[src/rtl/rename_rob_param.sv]
// Reorder buffer: allocates rename tags, captures CDB results, bypasses operands, commits in order.
// Latency: dispatch tag is combinational; commit at the earliest one cycle after the CDB write.
// Backpressure: disp_ready drops when full or flushing; a store holds the head until st_resp.
module rename_rob_param #(
   parameter  int DEPTH   = 8,
   parameter  int NUM_CDB = 3,
   localparam int TAG_W   = $clog2(DEPTH)
) (
   input  logic                     clk,
   input  logic                     rst,
   input  logic                     disp_valid,
   output logic                     disp_ready,
   input  logic [1:0]               disp_type,
   input  logic [4:0]               disp_rd,
   output logic [TAG_W-1:0]         disp_tag,
   input  logic [NUM_CDB-1:0]       cdb_valid,
   input  logic [NUM_CDB*TAG_W-1:0] cdb_tag,
   input  logic [NUM_CDB*32-1:0]    cdb_val,
   input  logic [NUM_CDB*32-1:0]    cdb_addr,
   input  logic [NUM_CDB-1:0]       cdb_mispred,
   input  logic [NUM_CDB*32-1:0]    cdb_target,
   input  logic [TAG_W-1:0]         rd_tag_a,
   input  logic [TAG_W-1:0]         rd_tag_b,
   output logic                     rd_ready_a,
   output logic                     rd_ready_b,
   output logic [31:0]              rd_val_a,
   output logic [31:0]              rd_val_b,
   output logic                     rf_we,
   output logic [4:0]               rf_rd,
   output logic [TAG_W-1:0]         rf_tag,
   output logic [31:0]              rf_val,
   output logic                     st_req,
   output logic [31:0]              st_addr,
   output logic [31:0]              st_wdata,
   input  logic                     st_resp,
   output logic                     flush,
   output logic [31:0]              flush_pc,
   output logic [TAG_W:0]           count
);

   localparam logic [1:0]     TYPE_REG = 2'd0;
   localparam logic [1:0]     TYPE_ST  = 2'd1;
   localparam logic [1:0]     TYPE_BR  = 2'd2;
   localparam logic [0:0]     ST_IDLE  = 1'b0;
   localparam logic [0:0]     ST_WAIT  = 1'b1;
   localparam logic [TAG_W:0] DEPTH_V  = (TAG_W+1)'(DEPTH);

   logic [DEPTH-1:0] busy_q, busy_d, ready_q, ready_d, mispred_q, mispred_d;
   logic [1:0]       type_q   [DEPTH];
   logic [1:0]       type_d   [DEPTH];
   logic [4:0]       rd_q     [DEPTH];
   logic [4:0]       rd_d     [DEPTH];
   logic [31:0]      val_q    [DEPTH];
   logic [31:0]      val_d    [DEPTH];
   logic [31:0]      addr_q   [DEPTH];
   logic [31:0]      addr_d   [DEPTH];
   logic [31:0]      target_q [DEPTH];
   logic [31:0]      target_d [DEPTH];
   logic [TAG_W:0]   head_q, head_d, tail_q, tail_d, count_q, count_d;
   logic [0:0]       st_q, st_d;

   logic [TAG_W-1:0] head_idx, tail_idx;
   logic             head_rdy, commit, disp_fire;
   logic             rf_we_c, st_req_c, flush_c;
   logic             hit_a, hit_b;
   logic [31:0]      byp_a, byp_b;

   assign head_idx = head_q[TAG_W-1:0];
   assign tail_idx = tail_q[TAG_W-1:0];
   assign head_rdy = busy_q[head_idx] && ready_q[head_idx];

   // Head decode: decides what the completed head entry does this cycle and steps the store FSM.
   always_comb begin
      commit   = 1'b0;
      rf_we_c  = 1'b0;
      st_req_c = 1'b0;
      flush_c  = 1'b0;
      st_d     = st_q;
      if (head_rdy) begin
         case (type_q[head_idx])
            TYPE_REG: begin
               rf_we_c = 1'b1;
               commit  = 1'b1;
            end
            TYPE_ST: begin
               st_req_c = 1'b1;
               if (st_resp) begin
                  commit = 1'b1;
                  st_d   = ST_IDLE;
               end else begin
                  st_d   = ST_WAIT;
               end
            end
            TYPE_BR: begin
               if (mispred_q[head_idx]) flush_c = 1'b1;
               else                     commit  = 1'b1;
            end
            default: commit = 1'b1;
         endcase
      end
   end

   // Flush and a full buffer both refuse dispatch; only the registered count is consulted.
   assign disp_ready = rst && (count_q < DEPTH_V) && !flush_c;
   assign disp_fire  = disp_valid && disp_ready;
   assign disp_tag   = tail_idx;
   assign count      = count_q;

   assign rf_we    = rf_we_c;
   assign rf_rd    = rf_we_c  ? rd_q[head_idx]     : 5'd0;
   assign rf_tag   = rf_we_c  ? head_idx           : '0;
   assign rf_val   = rf_we_c  ? val_q[head_idx]    : 32'd0;
   assign st_req   = st_req_c;
   assign st_addr  = st_req_c ? addr_q[head_idx]   : 32'd0;
   assign st_wdata = st_req_c ? val_q[head_idx]    : 32'd0;
   assign flush    = flush_c;
   assign flush_pc = flush_c  ? target_q[head_idx] : 32'd0;

   // Operand bypass: the highest-index CDB port carrying the tag overrides the stored value.
   always_comb begin
      hit_a = 1'b0;
      hit_b = 1'b0;
      byp_a = 32'd0;
      byp_b = 32'd0;
      for (int p = 0; p < NUM_CDB; p++) begin
         if (cdb_valid[p] && cdb_tag[p*TAG_W +: TAG_W] == rd_tag_a) begin
            hit_a = 1'b1;
            byp_a = cdb_val[p*32 +: 32];
         end
         if (cdb_valid[p] && cdb_tag[p*TAG_W +: TAG_W] == rd_tag_b) begin
            hit_b = 1'b1;
            byp_b = cdb_val[p*32 +: 32];
         end
      end
   end

   assign rd_ready_a = busy_q[rd_tag_a] && (ready_q[rd_tag_a] || hit_a);
   assign rd_ready_b = busy_q[rd_tag_b] && (ready_q[rd_tag_b] || hit_b);
   assign rd_val_a   = !rst ? 32'd0 : (hit_a ? byp_a : val_q[rd_tag_a]);
   assign rd_val_b   = !rst ? 32'd0 : (hit_b ? byp_b : val_q[rd_tag_b]);

   // Next state: CDB capture, then commit release, then dispatch allocate; flush overrides all.
   always_comb begin
      busy_d    = busy_q;
      ready_d   = ready_q;
      mispred_d = mispred_q;
      type_d    = type_q;
      rd_d      = rd_q;
      val_d     = val_q;
      addr_d    = addr_q;
      target_d  = target_q;
      head_d    = head_q;
      tail_d    = tail_q;
      // A store waiting on st_resp must keep its address and data stable, so it ignores the CDB.
      for (int e = 0; e < DEPTH; e++) begin
         for (int p = 0; p < NUM_CDB; p++) begin
            if (cdb_valid[p] && cdb_tag[p*TAG_W +: TAG_W] == TAG_W'(e) && busy_q[e] &&
                !(st_q == ST_WAIT && head_idx == TAG_W'(e))) begin
               ready_d[e]   = 1'b1;
               val_d[e]     = cdb_val[p*32 +: 32];
               addr_d[e]    = cdb_addr[p*32 +: 32];
               mispred_d[e] = cdb_mispred[p];
               target_d[e]  = cdb_target[p*32 +: 32];
            end
         end
      end
      if (commit) begin
         busy_d[head_idx]  = 1'b0;
         ready_d[head_idx] = 1'b0;
         head_d            = head_q + 1'b1;
      end
      if (disp_fire) begin
         busy_d[tail_idx]    = 1'b1;
         ready_d[tail_idx]   = 1'b0;
         mispred_d[tail_idx] = 1'b0;
         type_d[tail_idx]    = disp_type;
         rd_d[tail_idx]      = disp_rd;
         tail_d              = tail_q + 1'b1;
      end
      count_d = count_q + (TAG_W+1)'(disp_fire) - (TAG_W+1)'(commit);
      if (flush_c) begin
         busy_d    = '0;
         ready_d   = '0;
         mispred_d = '0;
         head_d    = '0;
         tail_d    = '0;
         count_d   = '0;
      end
   end

   // Control state registers, cleared immediately by reset.
   always_ff @(posedge clk or negedge rst) begin
      if (!rst) begin
         busy_q    <= '0;
         ready_q   <= '0;
         mispred_q <= '0;
         head_q    <= '0;
         tail_q    <= '0;
         count_q   <= '0;
         st_q      <= ST_IDLE;
      end else begin
         busy_q    <= busy_d;
         ready_q   <= ready_d;
         mispred_q <= mispred_d;
         head_q    <= head_d;
         tail_q    <= tail_d;
         count_q   <= count_d;
         st_q      <= st_d;
      end
   end

   // Entry payload needs no reset: every field is written before its busy bit exposes it.
   always_ff @(posedge clk) begin
      type_q   <= type_d;
      rd_q     <= rd_d;
      val_q    <= val_d;
      addr_q   <= addr_d;
      target_q <= target_d;
   end

endmodule

[config.mk]
export PLATFORM = sky130hd
export DESIGN_NAME = rename_rob_param
export DESIGN_NICKNAME = d
export VERILOG_FILES = /design/src/rtl/rename_rob_param.sv
export SDC_FILE = /design/constraint.sdc
export NUM_CORES = 2
export LEC_CHECK = 0
export CORE_UTILIZATION = 55
export CTS_CLUSTER_SIZE = 16
export DETAILED_ROUTE_END_ITERATION = 10
export PLACE_DENSITY_LB_ADDON = 0.2
export SYNTH_ARGS = -nofsm -noshare
export SYNTH_HDL_FRONTEND = slang
export SYNTH_SLANG_ARGS = --single-unit
[constraint.sdc]
create_clock -name clk -period 10.6 [get_ports clk]
set_clock_uncertainty 0.05 [all_clocks]
set_input_delay 1.06 -clock clk [delete_from_list [all_inputs] [get_ports clk]]
set_output_delay 1.06 -clock clk [all_outputs]
set_load 0.005 [all_outputs]
==> summary by stage <==
Outcome
The run finished with clean final reports.

Yosys
The count of mapped cells out of synthesis is between 5,000 and 6,000. The post-synthesis async set-or-reset flop share is 0.0407. Yosys attributes the largest share of cell area to edfxtp_1 45%, mux2i_1 8.2%, nand2_1 7.5%, mux4_2 6.0%, nor2_1 4.4%. The commonest cells after synthesis are 1,104 x nand2_1, 824 x edfxtp_1, 642 x nor2_1. By instance count, the leading cell after synthesis is nand2_1.

For this run, the register share of the synthesized area comes to 0.466. The flip-flop and latch count after synthesis is around 860. The synthesized design contains 824 enable-type register cells. The mapped netlist covers 55,000 um^2. For this run, the number of Yosys warnings is 0. The predominant post-synthesis flop cell is edfxtp_1. The number of distinct library cells after synthesis is 76. The cell accounting for the most synthesized area is edfxtp_1. The area fraction of the dominant cell type after synthesis is 0.450. The average size of a mapped cell is 9.51 um^2. The number of nets produced by synthesis is between 6,000 and 7,000.

Final layout
For this run, the share of the core covered by cells in the final layout is 0.634. The net total in the final layout is approximately 6,000. The final design area excluding fillers is between 60,000 and 70,000 um^2. The area used by sequential logic in the layout is about 26,000 um^2. In the final layout, the multi-input gates occupy 26,100 um^2.

Counting the fill cells in the layout gives ~8,000. Compared with the post-synthesis result, the final layout area differs by 13.8%. Of the cells placed in the final design, the portion with a size suffix greater than 1 is 0.0881.

Timing
Setup repair after global routing left no endpoint under its margin. The total count of max-transition violations in the final report is 0. The number of hold-slack violations in the final timing report was 0. The number of setup violations in the final report is 0.

The remaining max-slew budget at the tightest pin is 0.0811. For the pin with the worst max-slew slack, the measured transition is about 1.4 ns. Of the available clock period, the critical path in the final layout requires 0.725. Setup total negative slack on the finished layout was measured at 0 ns.

The worst path meets setup with approximately 2.9 ns of slack. Based on the critical path, the design can be clocked at up to 130 MHz. Subtracting the final worst setup slack from the clock period gives about 7.7 ns.

Global routing
The number of antenna violations at the first check in global routing came to between 50 and 60. Summed over all layers, the global routing overflow is 0. Across every metal layer, demand over resource in global routing totals 0.428. The largest net degree at the start of global routing is 174. The global-route wire length before repair is about 320,000 um. The number of global-route vias before repair came to 48,100.

Pwr
For this design the ratio of total power to cell area is between 100 and 150 nW/um^2. The net load switching power is between 2 and 2.5 mW. The internal portion of the total power is around 6 mW.

The analysis attributes to cell leakage a power of ~22 nW. The part of the power in the clock network is 0.413. Of the total power, the share spent switching nets is 0.251. Of the total power, combinational logic draws 0.111. The maximum resistive drop on vdd is about 140 uV.

Of the total power, registers draw 0.476. Summing internal, switching and leakage power gives about 8 mW.

Die
The die covers 101,000 um^2. The floorplan step defined a core boundary enclosing 98,700 um^2. For this design the top-level I/O count stands at around 530. Measured along the y axis, the die boundary spans approximately 320 um. The floorplan step set the die width to 318 um. The number of placement rows is approximately 120. For this configuration, the core starts out at a cell density of 0.557.

Setup path
Data on the critical path is required at its endpoint by between 9 and 10 ns. The class of the most critical setup path is reg -> out. The worst setup path is captured at an output pin.

STA puts the critical path data arrival time at approximately 6.6 ns. STA classifies the critical path startpoint as a register. The maximum fanout along the worst path is 28.

Placement
The number of input and output port buffers inserted is about 530. The congestion estimate from routability-driven global placement came to roughly 0.99. OpenSTA, run right after detailed placement, puts the worst setup slack at ~4 ns. The post-place instance area is 59,500 um^2.

The HPWL after detailed placement is around 120,000 um.

Clock network
The clock slew at the register clock pins of the worst setup and hold paths is around 0.060 ns. The number of buffers between clock root and the deepest sink is 3. Once the clock tree was built, the resizer swapped 0 gates to a different size. The buffer cell driving the clock tree root is clkbuf_16. The number of setup buffers added after CTS is 0. Hold repair after CTS inserted 0 buffers. The clock reaches the later pin of the worst-skew pair after 0.71 ns. The tree built by TritonCTS fans out to around 860 sinks. The H-tree was split into 3 levels. The clock tree from TritonCTS is built. Counting the buffers created by CTS gives between 90 and 100.

Route
The detailed router finished its first iteration with about 9,000 violations. For this run, the detailed router's first-pass iteration total came to 7. The residual antenna-violating net count after detailed routing is 0. After detailed routing, the number of remaining DRC violations is 0. The routed wire length is approximately 220,000 um.

The routed via count is just over 50,000. In the final routed layout, each cell accounts on average for approximately 31 um. The per-cell via count in the routed design is 7.16.

Worst hold path
The path category of the worst min-delay check is in -> async.

Job
The total of max-cap violations is 0.
-- cells in the final DEF, fill, tap and decap left out, types with 29 or more instances in the layout --
master and count:
edfxtp_1 824, a31oi_1 381, clkdlybuf4s50_1 525, mux4_2 147, diode_2 29, o22ai_1 289
a21oi_1 232, nand2_1 1095, buf_4 90, mux2_2 68, o221ai_1 89, nor2_1 642
or4_1 30, dfrtp_1 32, mux2i_1 452, nor4_1 30, clkbuf_16 94, o21ai_0 347
-- critical path, cell delays in order (launching register included) --
cell	delay (ns)
dfrtp_4	0.74
inv_2	0.42
nand2_1	0.68
nor2_1	0.16
a22o_1	0.21
a221oi_1	0.33
and3_1	0.24
ha_1	0.17
and3_4	0.18
nand3_2	0.61
buf_4	0.53
a2111oi_0	0.86
clkdlybuf4s50_1	0.67
-- state kept, by name, indices dropped and copies added (netlist names) --
name / count
head_q: 3
val_q: 256
count: 4
target_q: 256
type_q: 16
addr_q: 256
mispred_q: 8
busy_q: 8
ready_q: 8
st_q: 1
rd_q: 40
tail_q: 3
-- power groups by stage --
| stage | Clock (mW) | Combinational (mW) | Sequential (mW) |
|---|---|---|---|
| finish | 3.30 | 0.888 | 3.80 |
| global route | 3.40 | 0.935 | 3.81 |
| CTS | 3.28 | 0.859 | 3.80 |
| detailed placement | 0 | 0.857 | 3.87 |
| global placement | 0 | 0.837 | 3.87 |
| floorplan | 0 | 0.528 | 3.87 |
-- per-stage QoR --
| step | instances | hold WS [ns] |
|---|---|---|
| after floorplan | 5777 | 0.472 |
| after global placement | 6899 | 0.547 |
| after detailed placement | 6899 | 0.555 |
| after CTS | 7074 | 0.256 |
| after global routing | 7101 | 0.292 |
| final | 7103 | 0.278 |
-- path summary, 6_finish.rpt --
| check | startpoint | endpoint | slack [ns] | depth (start not counted) |
|---|---|---|---|---|
| max | head_q[1]$_DFFE_PN0P_ | flush_pc[17] | 2.92 | 12 |
| min | rst | mispred_q[6]$_DFF_PN0_ | 0.28 | 1 |
| max reg2reg | head_q[0]$_DFFE_PN0P_ | ready_q[4]$_DFF_PN0_ | 4.51 | 11 |
| min reg2reg | count[0]$_DFF_PN0_ | count[0]$_DFF_PN0_ | 0.58 | 2 |
| max in group asynchronous | rst | tail_q[0]$_DFFE_PN0P_ | 8.97 | 2 |
| min in group clk | count[0]$_DFF_PN0_ | count[0]$_DFF_PN0_ | 0.58 | 2 |
-- per-layer routing --
layer / global-route usage / vias up / part of all wire
met2: 0.657 / 4777 / 0.45
met3: 0.127 / 1048 / 0.15
li1: - / 21100 / -
met5: 0 / - / 0.0014
met4: 0.267 / 52 / 0.063
met1: 0.531 / 23900 / 0.34
-- logic make-up (layout without fill, tap and decap cells) --
logic type	Yosys count	after routing	share of synthesized area
mux	669	669	0.157
compound gates	1490	1490	0.166
flops	859	859	0.466
xor+xnor	24	24	0.00383
buf+inv	805	815	0.0632
simple gates	1915	1915	0.140
fa+ha+maj	15	15	0.00355
other cells	0	29	0
-- area by class of cell --
| cell class | count | share of cell area |
|---|---|---|
| flip-flops and latches | 859 | 0.410 |
| clock inverters | 53 | 0.00856 |
| repair buffers | 621 | 0.0962 |
| clock buffers | 122 | 0.0394 |
| well taps | 1287 | 0.0257 |
| inverters | 19 | 0.00134 |
| diodes | 29 | 0.00116 |
| multi-input cells | 4113 | 0.418 |
No activity file was read; power rests on OpenSTA's default activity.
